`config.mk`:
```
export PLATFORM = sky130hd
export DESIGN_NAME = fpu_issue_seq
export DESIGN_NICKNAME = d
export VERILOG_FILES = /design/src/rtl/fpu_pkg.sv /design/src/rtl/fpu_issue_seq.sv
export SDC_FILE = /design/constraint.sdc
export NUM_CORES = 1
export LEC_CHECK = 0
export ABC_AREA = 1
export ABC_CLOCK_PERIOD_IN_PS = 2490
export BUFFER_PORTS_ARGS = -buffer_cell sky130_fd_sc_hd__buf_4
export CAP_MARGIN = 10
export CORE_UTILIZATION = 50
export CTS_BUF_LIST = sky130_fd_sc_hd__clkbuf_4 sky130_fd_sc_hd__clkbuf_8 sky130_fd_sc_hd__clkbuf_16
export DETAILED_ROUTE_END_ITERATION = 6
export PLACE_DENSITY_LB_ADDON = 0.15
export REMOVE_ABC_BUFFERS = 1
export SETUP_SLACK_MARGIN = 0.05
export SYNTH_ARGS = -nofsm -noshare
export SYNTH_HDL_FRONTEND = slang
export SYNTH_SLANG_ARGS = --single-unit
```
`constraint.sdc`:
```
create_clock -name clk -period 2.49 [get_ports clk]
set_input_delay 0.498 -clock clk [delete_from_list [all_inputs] [get_ports clk]]
set_output_delay 0.498 -clock clk [all_outputs]
set_load 0.02 [all_outputs]
```
`src/rtl/fpu_pkg.sv`:
```
// fpu_pkg: shared types and defaults for the FPU issue/completion sequencer.
// Holds latency classes, default class latencies, widths and the slot layout.
package fpu_pkg;

    typedef enum logic [1:0] {
        CLS_SHORT = 2'd0,  // cmp / sgnj / cvt.w.s
        CLS_ARITH = 2'd1,  // add / sub / mul / cvt.s.w
        CLS_SQRT  = 2'd2,
        CLS_DIV   = 2'd3
    } fpu_cls_t;

    localparam int FPU_NCLASS  = 4;
    localparam int FPU_CW      = 2;
    localparam int FPU_LAT_W   = 3;
    localparam int FPU_MAX_LAT = 7;
    localparam int FPU_TAG_W   = 5;

    // Class c latency lives at [c*LAT_W +: LAT_W]: SHORT=2 ARITH=3 SQRT=4 DIV=6
    localparam logic [FPU_NCLASS*FPU_LAT_W-1:0] FPU_LAT =
        {3'd6, 3'd4, 3'd3, 3'd2};

    // One completion slot at the default widths
    typedef struct packed {
        logic                 v;
        logic [FPU_CW-1:0]    cls;
        logic [FPU_TAG_W-1:0] tag;
    } pend_t;

endpackage

```
`src/rtl/fpu_issue_seq.sv`:
```
// fpu_issue_seq: in-order FP issue/completion sequencer with per-class latency.
// Ports: clk, rstn (sync, active-low); issue_valid/issue_ready/issue_cls/
// issue_tag handshake; hold, flush; done_valid/done_cls/done_tag completion
// pulse; busy; inflight count of accepted, not yet completed ops.
module fpu_issue_seq
    import fpu_pkg::*;
#(
    parameter int                        NCLASS  = FPU_NCLASS,
    parameter int                        LAT_W   = FPU_LAT_W,
    parameter logic [NCLASS*LAT_W-1:0]   LAT     = FPU_LAT,
    parameter int                        MAX_LAT = FPU_MAX_LAT,
    parameter int                        TAG_W   = FPU_TAG_W,
    localparam int                       CW      = (NCLASS > 1) ? $clog2(NCLASS) : 1,
    localparam int                       IW      = $clog2(MAX_LAT + 2)
) (
    input  logic             clk,
    input  logic             rstn,
    input  logic             issue_valid,
    output logic             issue_ready,
    input  logic [CW-1:0]    issue_cls,
    input  logic [TAG_W-1:0] issue_tag,
    input  logic             hold,
    input  logic             flush,
    output logic             done_valid,
    output logic [CW-1:0]    done_cls,
    output logic [TAG_W-1:0] done_tag,
    output logic             busy,
    output logic [IW-1:0]    inflight
);

    typedef struct packed {
        logic             v;
        logic [CW-1:0]    cls;
        logic [TAG_W-1:0] tag;
    } slot_t;

    // pend_q[k] completes k cycles from now (absent hold)
    slot_t [MAX_LAT:1] pend_q;
    slot_t [MAX_LAT:1] pend_d;

    logic [LAT_W-1:0] iss_lat;
    logic             lat_ok;
    logic             blocked;
    logic             accept;
    logic             acc_direct;
    logic             done_v_d;
    logic             any_pend;

    for (genvar c = 0; c < NCLASS; c++) begin : g_chk
        if (int'(LAT[c*LAT_W +: LAT_W]) < 1 ||
            int'(LAT[c*LAT_W +: LAT_W]) > MAX_LAT) begin : g_bad
            $error("fpu_issue_seq: class latency outside 1..MAX_LAT");
        end
    end

    always_comb begin
        iss_lat = '0;
        for (int c = 0; c < NCLASS; c++) begin
            if (int'(issue_cls) == c) iss_lat = LAT[c*LAT_W +: LAT_W];
        end
    end

    // Only an illegal class maps to latency 0; refuse it rather than
    // corrupt the in-flight count.
    assign lat_ok = (iss_lat != '0);

    // Any op due at or after the new op's slot would collide or
    // complete out of order.
    always_comb begin
        blocked = 1'b0;
        for (int k = 1; k <= MAX_LAT; k++) begin
            if (pend_q[k].v && (k >= int'(iss_lat))) blocked = 1'b1;
        end
    end

    assign issue_ready = ~hold & ~flush & lat_ok & ~blocked;
    assign accept      = issue_valid & issue_ready;
    assign acc_direct  = accept & (iss_lat == LAT_W'(1));
    assign done_v_d    = acc_direct | pend_q[1].v;

    for (genvar k = 1; k <= MAX_LAT; k++) begin : g_slot
        slot_t shift_in;
        if (k == MAX_LAT) begin : g_top
            assign shift_in = '0;
        end else begin : g_mid
            assign shift_in = pend_q[k+1];
        end
        // Target slot is empty after the shift, so the write can win.
        assign pend_d[k] = (accept && (int'(iss_lat) == k + 1))
                         ? {1'b1, issue_cls, issue_tag}
                         : shift_in;
    end

    always_comb begin
        any_pend = 1'b0;
        for (int k = 1; k <= MAX_LAT; k++) begin
            any_pend = any_pend | pend_q[k].v;
        end
    end

    assign busy = any_pend | done_valid;

    always_ff @(posedge clk) begin
        if (!rstn) begin
            pend_q     <= '0;
            done_valid <= 1'b0;
            done_cls   <= '0;
            done_tag   <= '0;
            inflight   <= '0;
        end else if (flush) begin
            for (int k = 1; k <= MAX_LAT; k++) pend_q[k].v <= 1'b0;
            done_valid <= 1'b0;
            inflight   <= '0;
        end else if (hold) begin
            done_valid <= 1'b0;
        end else begin
            pend_q     <= pend_d;
            done_valid <= done_v_d;
            if (acc_direct) begin
                done_cls <= issue_cls;
                done_tag <= issue_tag;
            end else begin
                done_cls <= pend_q[1].cls;
                done_tag <= pend_q[1].tag;
            end
            inflight <= inflight + IW'(accept) - IW'(done_v_d);
        end
    end

`ifndef SYNTHESIS
    always_ff @(posedge clk) begin
        if (rstn && issue_valid && !hold && !flush) begin
            assert (int'(issue_cls) < NCLASS)
            else $error("fpu_issue_seq: illegal issue_cls %0d", issue_cls);
        end
    end
`endif

endmodule

```
* Word level (Yosys, flattened, before mapping)
Cells that the tools add are included.
Widths: inputs -> output; s select.
** Word-level totals
- Bits in registers :: 60
- Output and inout port bits :: 14
- Input bits :: 12
- Logic and storage cells :: 91
** Cells by class
- Add/sub/neg operators :: 2
- Bitwise gates (word level) :: 16
- Reduce and logical (&&, ||, !) cells :: 17
- Eq/ne operators :: 10
- $lt $le $gt $ge :: 6
- Multiplexer cells :: 18
** Operators by type and width (count)
- $mux 8 :: 6
- $eq 3x3->1 const B :: 4
- $logic_and 1x1->1 :: 12
- $ge 3x3->1 const A :: 3
- $or 1x1->1 :: 7
- $eq 3x1->1 const B :: 2
- $ge 2x3->1 const A :: 2
- $mux 1 :: 6
- $mux 2 :: 3
- $mux 3 :: 2
- $and 1x1->1 :: 5
- $mux 5 :: 1
- $add 4x1->4 :: 1
- $eq 2x2->1 const B :: 2
- $not 1->1 :: 4
- $sub 4x1->4 :: 1
- $eq 3x2->1 const B :: 1
- $ge 1x3->1 const A :: 1
- $reduce_bool 3->1 :: 1
- $reduce_or 3->1 :: 1
- $eq 2x1->1 const B :: 1
- $logic_not 2->1 :: 1
- $reduce_and 2->1 :: 1
- $reduce_or 2->1 :: 1

* Longest topological paths before layout
Gate-level depths: netlist (run 1).
- Depth in word-level cells :: 19
- Gate-level depth with buffers :: 14

* Worst setup path before layout (run 1)
Ideal clock, no wire load.
- Path type :: input port to flip-flop
- Start point :: in hold
- End point :: reg inflight[2]
- Path buffers :: 2
- Arrival time :: 2.360 ns
- Setup slack :: 0.006 ns
- Setup time :: 0.125 ns
- Stages on the path :: 13
- Cell sequence :: buf_6 > nor2_8 > nand3_4 > nor2_8 > buf_8 > nand2_1 > ha_1 > inv_1 > ha_1 > inv_1 > fa_1 > xor2_1 > o22ai_1
** On the way
- Longest elaborated chain between the ends :: 8
** RTL lines
- start, declared :: line fpu_issue_seq.sv:22 : input logic hold,
- $not 1->1 (no line) (*)
- $and 1x1->1 (*) (3 in a row) :: line fpu_issue_seq.sv:76 : assign issue_ready = ~hold & ~flush & lat_ok & ~blocked;
- net issue_ready :: line fpu_issue_seq.sv:19 : output logic issue_ready,
- $and 1x1->1 (*) :: line fpu_issue_seq.sv:77 : assign accept = issue_valid & issue_ready;
- branches (longest 2 deep; another with $add 4x1->4)
- $sub 4x1->4 (*) :: line fpu_issue_seq.sv:126 : inflight <= inflight + IW'(accept) - IW'(done_v_d);
- end signal, assigned :: line fpu_issue_seq.sv:126
- end, declared :: line fpu_issue_seq.sv:28 : output logic [IW-1:0] inflight
Mark *: on every way through the listed nets, which the timed path passes.
A chain may end at the register's enable or synchronous reset.

* Worst setup path in the final report (run 1)
- Start point :: reg pend_q, in the netlist g_slot[5].shift_in[7]
- End point :: out issue_ready
** On the way
- Longest elaborated chain between the ends :: 4
** RTL lines
- start, declared :: line fpu_issue_seq.sv:38 : slot_t [MAX_LAT:1] pend_q;
- start signal, assigned :: line fpu_issue_seq.sv:117 : pend_q <= pend_d;
- $logic_and 1x1->1 :: line fpu_issue_seq.sv:72 : if (pend_q[k].v && (k >= int'(iss_lat))) blocked = 1'b1;
- $mux 1 :: line fpu_issue_seq.sv:72
- $not 1->1 :: line fpu_issue_seq.sv:76
- $and 1x1->1 :: line fpu_issue_seq.sv:76
- end, declared :: line fpu_issue_seq.sv:19
Every way passes these cells.

==> results of run 1 <==
## power by group
part / switching [µW] / internal, µW
clock network: 373 / 597
logic: 156 / 93.7
registers: 21.5 / 1010
## cell type report
cell class	count	share of cell area [%]
multi-input cells	237	38.73
flip-flops and latches	60	37.56
repair buffers	37	8.685
inverters	46	5.399
clock buffers	11	4.538
well taps	70	2.739
clock inverters	5	2.347
## state kept, by name (all words and copies together) (netlist names)
name and cells:
done_valid 1, done_cls 2, inflight 4, g_slot.shift_in 40, pend_q 8, done_tag 5
## logic make-up after synthesis
family | after synthesis | share of synthesized area, %
fa+ha+maj | 5 | 2.539
buf+inv | 67 | 11.60
xor+xnor | 3 | 0.9521
simple gates | 166 | 29.56
compound gates | 63 | 11.83
flops | 60 | 43.52
## worst min-delay path, delay by kind of cell, from the launching register on
family / cells / cell delay [ns]
flip-flops: 1 / 0.31
AND/OR/NAND/NOR: 2 / 0.08
## layer usage
metal,GRT usage [%],vias to the layer above,routed length [µm]
met5,0,-,0
met4,11.92,0,138
met3,4.910,15,224
met2,32.43,42,2640
met1,28.08,1041,2804
li1,-,1231,-
## synthesized netlist by cell type
| library cell | n |
|---|---|
| a21oi_1 | 27 |
| a31oi_1 | 4 |
| and2_1 | 1 |
| buf_2 | 2 |
| buf_4 | 1 |
| buf_6 | 1 |
| buf_8 | 2 |
| clkbuf_1 | 11 |
| clkbuf_4 | 1 |
| clkbuf_8 | 2 |
| dfxtp_1 | 60 |
| dlymetal6s2s_1 | 1 |
| fa_1 | 1 |
| ha_1 | 4 |
| inv_1 | 45 |
| inv_2 | 1 |
| nand2_1 | 62 |
| nand2_2 | 4 |
| nand3_1 | 21 |
| nand3_4 | 4 |
| nand4_1 | 22 |
| nor2_1 | 46 |
| nor2_4 | 1 |
| nor2_8 | 2 |
| nor3_1 | 3 |
| o21ai_0 | 29 |
| o21ai_2 | 1 |
| o22ai_1 | 2 |
| xor2_1 | 3 |
## path summary, 6_finish.rpt
| path | startpoint | slack, ns | endpoint | cells after the start |
|---|---|---|---|---|
| setup / recovery | g_slot[5].shift_in[7] | 0.47 | issue_ready | 5 |
| hold / removal | g_slot[5].shift_in[4] | 0.43 | g_slot[5].shift_in[4] | 2 |
| setup reg to reg | g_slot[5].shift_in[7] | 0.48 | inflight[2] | 11 |
| hold reg to reg | g_slot[5].shift_in[4] | 0.43 | g_slot[5].shift_in[4] | 2 |
## metrics by stage
step                area (µm²)  setup slack [ns]  hold slack (ns)
finish                    3198            0.4697           0.4321
global placement          2978            0.1983           0.4211
global route              3198            0.2962           0.4591
detailed placement        2978            0.1689           0.4248
CTS                       3198            0.4437           0.4338
floorplan                 2613           -0.3540           0.4151
==> flow_summary.ini, run 1 <==
[finish]
finalNonFillerCells = 466
area_delta_synth_final_pct = 15.87
seq_area_um2 = 1201
multi_input_area_um2 = 1239
final_common_cell = nand2_1
n_fill_cell = 509
n_antenna_cell = 0
most-common-layout-cells = 62 x nand2_1, 60 x dfxtp_1, 46 x nor2_1, 45 x inv_1, 37 x buf_4
fin_util_pct = 61.44
fin_nets = 408
drive_above_1_share_pct = 16.67

[place]
portBuffers = 25
hpwl_um = 3822
place_congestion = 0.8249
place_inst = 450

[cts]
cts_tree = yes
htreeDepth = 3
ctsRootBufferMaster = clkbuf_8
postCtsSetupBuffers = 0
cts-resized-gates = 0
clk_pin_slew_ns = 0.06
cts.sinks = 60
clk_latency_ns = 0.33
cts_hold_buffers = 0
cts_buffers = 9
clk_path_buf_depth = 2

[synthesis]
syn_inst = 364
ys_seq_area_share_pct = 43.52
yosys.area.top_type = dfxtp_1
netlist_area_um2 = 2760
synth_cell_types = 29
ys_ff_latch = 60
syn-mean-instance-area_um2 = 7.583
yosysWarnings = 0
synth_area_leaders = dfxtp_1 44%, nand2_1 8.4%, nor2_1 6.3%
synthDominantCellAreaShare_pct = 43.52

[worst_setup_path]
required_ns = 1.99
crit_top_cell = buf_4
critical_path_class = register to output port
slowest_delay_ns = 0.30
slowest_stage = dfxtp_1
endpoint_kind = output port
path_buf_inv = 3
arrival_ns = 1.52
cp-start-kind = register
crit_fanout = 24
cp_top_family = buffers and inverters
crit_chain = inv_1, nand3_4, nor2_8, buf_4, buf_4

[die]
boundaryPins = 26
core_area_um2 = 5205
die_y_um = 76.30
start_util_pct = 53.03
die_x_um = 76.30
row_count = 26
dieArea_um2 = 5822

[global_routing]
grt_pass1_vias = 2126
grt_pass1_wl_um = 9791
antenna_found_initial = 0
grt_max_degree = 77
grtUsageTotal_pct = 21.41
overflow = 0

[route]
vias = 2329
drt_wl_total_um = 5808
first_pass_iters = 4
drt_iter0_markers = 122
viasPerCell = 4.998
drcViolationCount = 0
ant_nets = 0
wire_per_inst_um = 12.46

[flow_run]
maxCapViolations = 0

[power]
leakagePower_uw = 0.001437
fin_total_pwr_uw = 2247
power_density_nw_per_um2 = 702.5
irDropWorstVdd_mv = 0.5001

[sta]
worst_slew_pin_slew_ns = 0.6768
fmax_mhz = 495.0
final_hold_viol_count = 0
post-route-period-util_pct = 81.14
final.min_clock_period_ns = 2.020
final-setup-viol-count = 0
timing.slew.headroom_pct = 54.88
fin_skew_ns = 0.004010
tns_ns = 0
rsz0062_at_grt = false
finalMaxSlewViolations = 0

[outcome]
outcome = finished, final reports clean

[hold_path]
min_path_type = register to register
No activity file was read; power rests on OpenSTA's default activity.
==> run 2: changes to the inputs <==
--- a/config.mk
+++ b/config.mk
@@ -6,7 +6,7 @@
 export NUM_CORES = 1
 export LEC_CHECK = 0
 export ABC_AREA = 1
-export ABC_CLOCK_PERIOD_IN_PS = 2490
+export ABC_CLOCK_PERIOD_IN_PS = 1770
 export BUFFER_PORTS_ARGS = -buffer_cell sky130_fd_sc_hd__buf_4
 export CAP_MARGIN = 10
 export CORE_UTILIZATION = 50
==> constraint.sdc (replaced) <==
create_clock -name clk -period 1.77 [get_ports clk]
set_input_delay 0.354 -clock clk [delete_from_list [all_inputs] [get_ports clk]]
set_output_delay 0.354 -clock clk [all_outputs]
set_load 0.02 [all_outputs]
==> flow_summary.ini, run 2 (same netlist as run 1, synthesis figures left out) <==
[worst_setup_path]
arrival_ns = 2.13
crit_fanout = 2
crit_chain = o21ai_2, nand2_2, nor2_8, nand2_4, ha_4, inv_2, ha_4, inv_2, fa_2, o22ai_2
endpoint_kind = register
path_buf_inv = 2
slowest_stage = fa_2
critical_path_class = register to register
cp-start-kind = register
required_ns = 2.04
cp_top_family = adder cells
slowest_delay_ns = 0.42

[global_routing]
grt_pass1_wl_um = 10230
grt_max_degree = 77
grtUsageMet1_pct = 28.94
antenna_found_initial = 0
grt_use_met2_pct = 35.05
grt_pass1_vias = 2219
gr-usage-met3_pct = 4.431
grtUsageTotal_pct = 22.30
overflow = 0
top_usage_layer = met2

[cts]
clk_path_buf_depth = 2
postCtsSetupBuffers = 0
cts.sinks = 60
cts_hold_buffers = 0
clk_pin_slew_ns = 0.07
cts_tree = yes
cts_buffers = 9
htreeDepth = 3
clk_latency_ns = 0.34
ctsRootBufferMaster = clkbuf_8

[route]
drt_wl_total_um = 6078
wire_per_inst_um = 12.66
viasPerCell = 5.035
ant_nets = 0
drt_iter0_markers = 124
first_pass_iters = 4
vias = 2417
drcViolationCount = 0

[sta]
final.min_clock_period_ns = 1.858
finalMaxSlewViolations = 0
rsz0062_at_grt = true
timing.slew.headroom_pct = 54.11
whs_ns = 0.3903
tns_ns = -0.1782
worst_slack_ns = -0.08797
fmax_mhz = 538.2
final-setup-viol-count = 4
worst_slew_pin_slew_ns = 0.6884
post-route-period-util_pct = 105.0
final_hold_viol_count = 0
fin_skew_ns = 0.007767

[power]
power_switching_share_pct = 28.29
fin_total_pwr_uw = 2908
leakagePower_uw = 0.001477
seq_power_share_pct = 49.7
power_density_nw_per_um2 = 879.4
p_comb_share_pct = 13.1
power.switching_uw = 822.8
p_clk_share_pct = 37.3
p_int_uw = 2085
irDropWorstVdd_mv = 0.6110

[finish]
largest_reg_flops = 40
n_antenna_cell = 0
final_common_cell = nand2_1
fin_util_pct = 63.53
fin_nets = 422
area_delta_synth_final_pct = 19.81
most-common-layout-cells = 61 x nand2_1, 57 x dfxtp_1, 50 x buf_4, 46 x nor2_1, 42 x inv_1
drive_above_1_share_pct = 22.44

[die]
start_util_pct = 53.03
die_y_um = 76.30
row_count = 26
boundaryPins = 26
die_x_um = 76.30
dieArea_um2 = 5822
core_area_um2 = 5205

[place]
hpwl_um = 3971
pre_cts_ws_ns = -0.3616
place_congestion = 0.8065
portBuffers = 25

[flow_run]
maxCapViolations = 0

[outcome]
violations = negative setup slack
outcome = finished with violations

[hold_path]
min_path_type = input pin to register
[run 2: changes by cell type in the layout (fill, tap and decap cells not counted), sizes merged]
cell | before | now
buf | 37 | 51
bufinv | 2 | 0
clkbuf | 11 | 10
clkinvlp | 0 | 3
[run 2: power groups by stage]
| stage | sequential [µW] | combinational (µW) | clock [µW] |
|---|---|---|---|
| 2_1_floorplan | 1480 | 196 | 0 |
| 4_1_cts | 1440 | 375 | 1090 |
| 6_report | 1440 | 380 | 1080 |
| 3_3_place_gp | 1470 | 362 | 0 |
| 3_5_place_dp | 1470 | 367 | 0 |
| 5_1_grt | 1450 | 422 | 1150 |
[run 2: timing repair]
item	4_1_cts	5_1_grt
gates cloned	0	0
pin swaps	7	3
resized for setup	11	4
setup endpoints to repair	4	4
[run 2: metrics by stage]
step | cell area (µm²) | cells
2_1_floorplan | 2613 | 343
3_3_place_gp | 3083 | 464
3_5_place_dp | 3083 | 464
4_1_cts | 3292 | 480
5_1_grt | 3307 | 480
6_report | 3307 | 480
[run 2: final timing paths]
path	endpoint	depth (start not counted)	startpoint	slack [ns]
worst max-delay path	inflight[1]	10	g_slot[4].shift_in[7]	-0.09
worst min-delay path	g_slot[4].shift_in[3]	5	issue_tag[3]	0.39
worst max register to register	inflight[1]	10	g_slot[4].shift_in[7]	-0.09
worst min register to register	g_slot[5].shift_in[4]	2	g_slot[5].shift_in[4]	0.43
[run 2: worst register-to-register path, delay by kind of cell (launching register included)]
family	cells	cell delay [ns]
buffers and inverters	2	0.09
AOI/OAI and AO/OA	2	0.28
DFF	1	0.33
and+or+nand+nor	3	0.27
adders and majority gates	3	0.82
[run 2: layout make-up]
| class | instances | area (µm²) |
|---|---|---|
| clock inverters | 6 | 41.29 |
| repair buffers | 51 | 386.6 |
| well taps | 70 | 87.58 |
| fillers | 511 | 1898 |
| inverters | 46 | 172.7 |
| multi-input cells | 237 | 1282 |
| flip-flops and latches | 60 | 1205 |
| clock buffers | 10 | 131.4 |
[run 2: layer usage]
metal	routed length, µm	part of all wire, %
met3	216	3.6
met2	2776	46
met4	104	1.7
met5	0	0
met1	2980	49
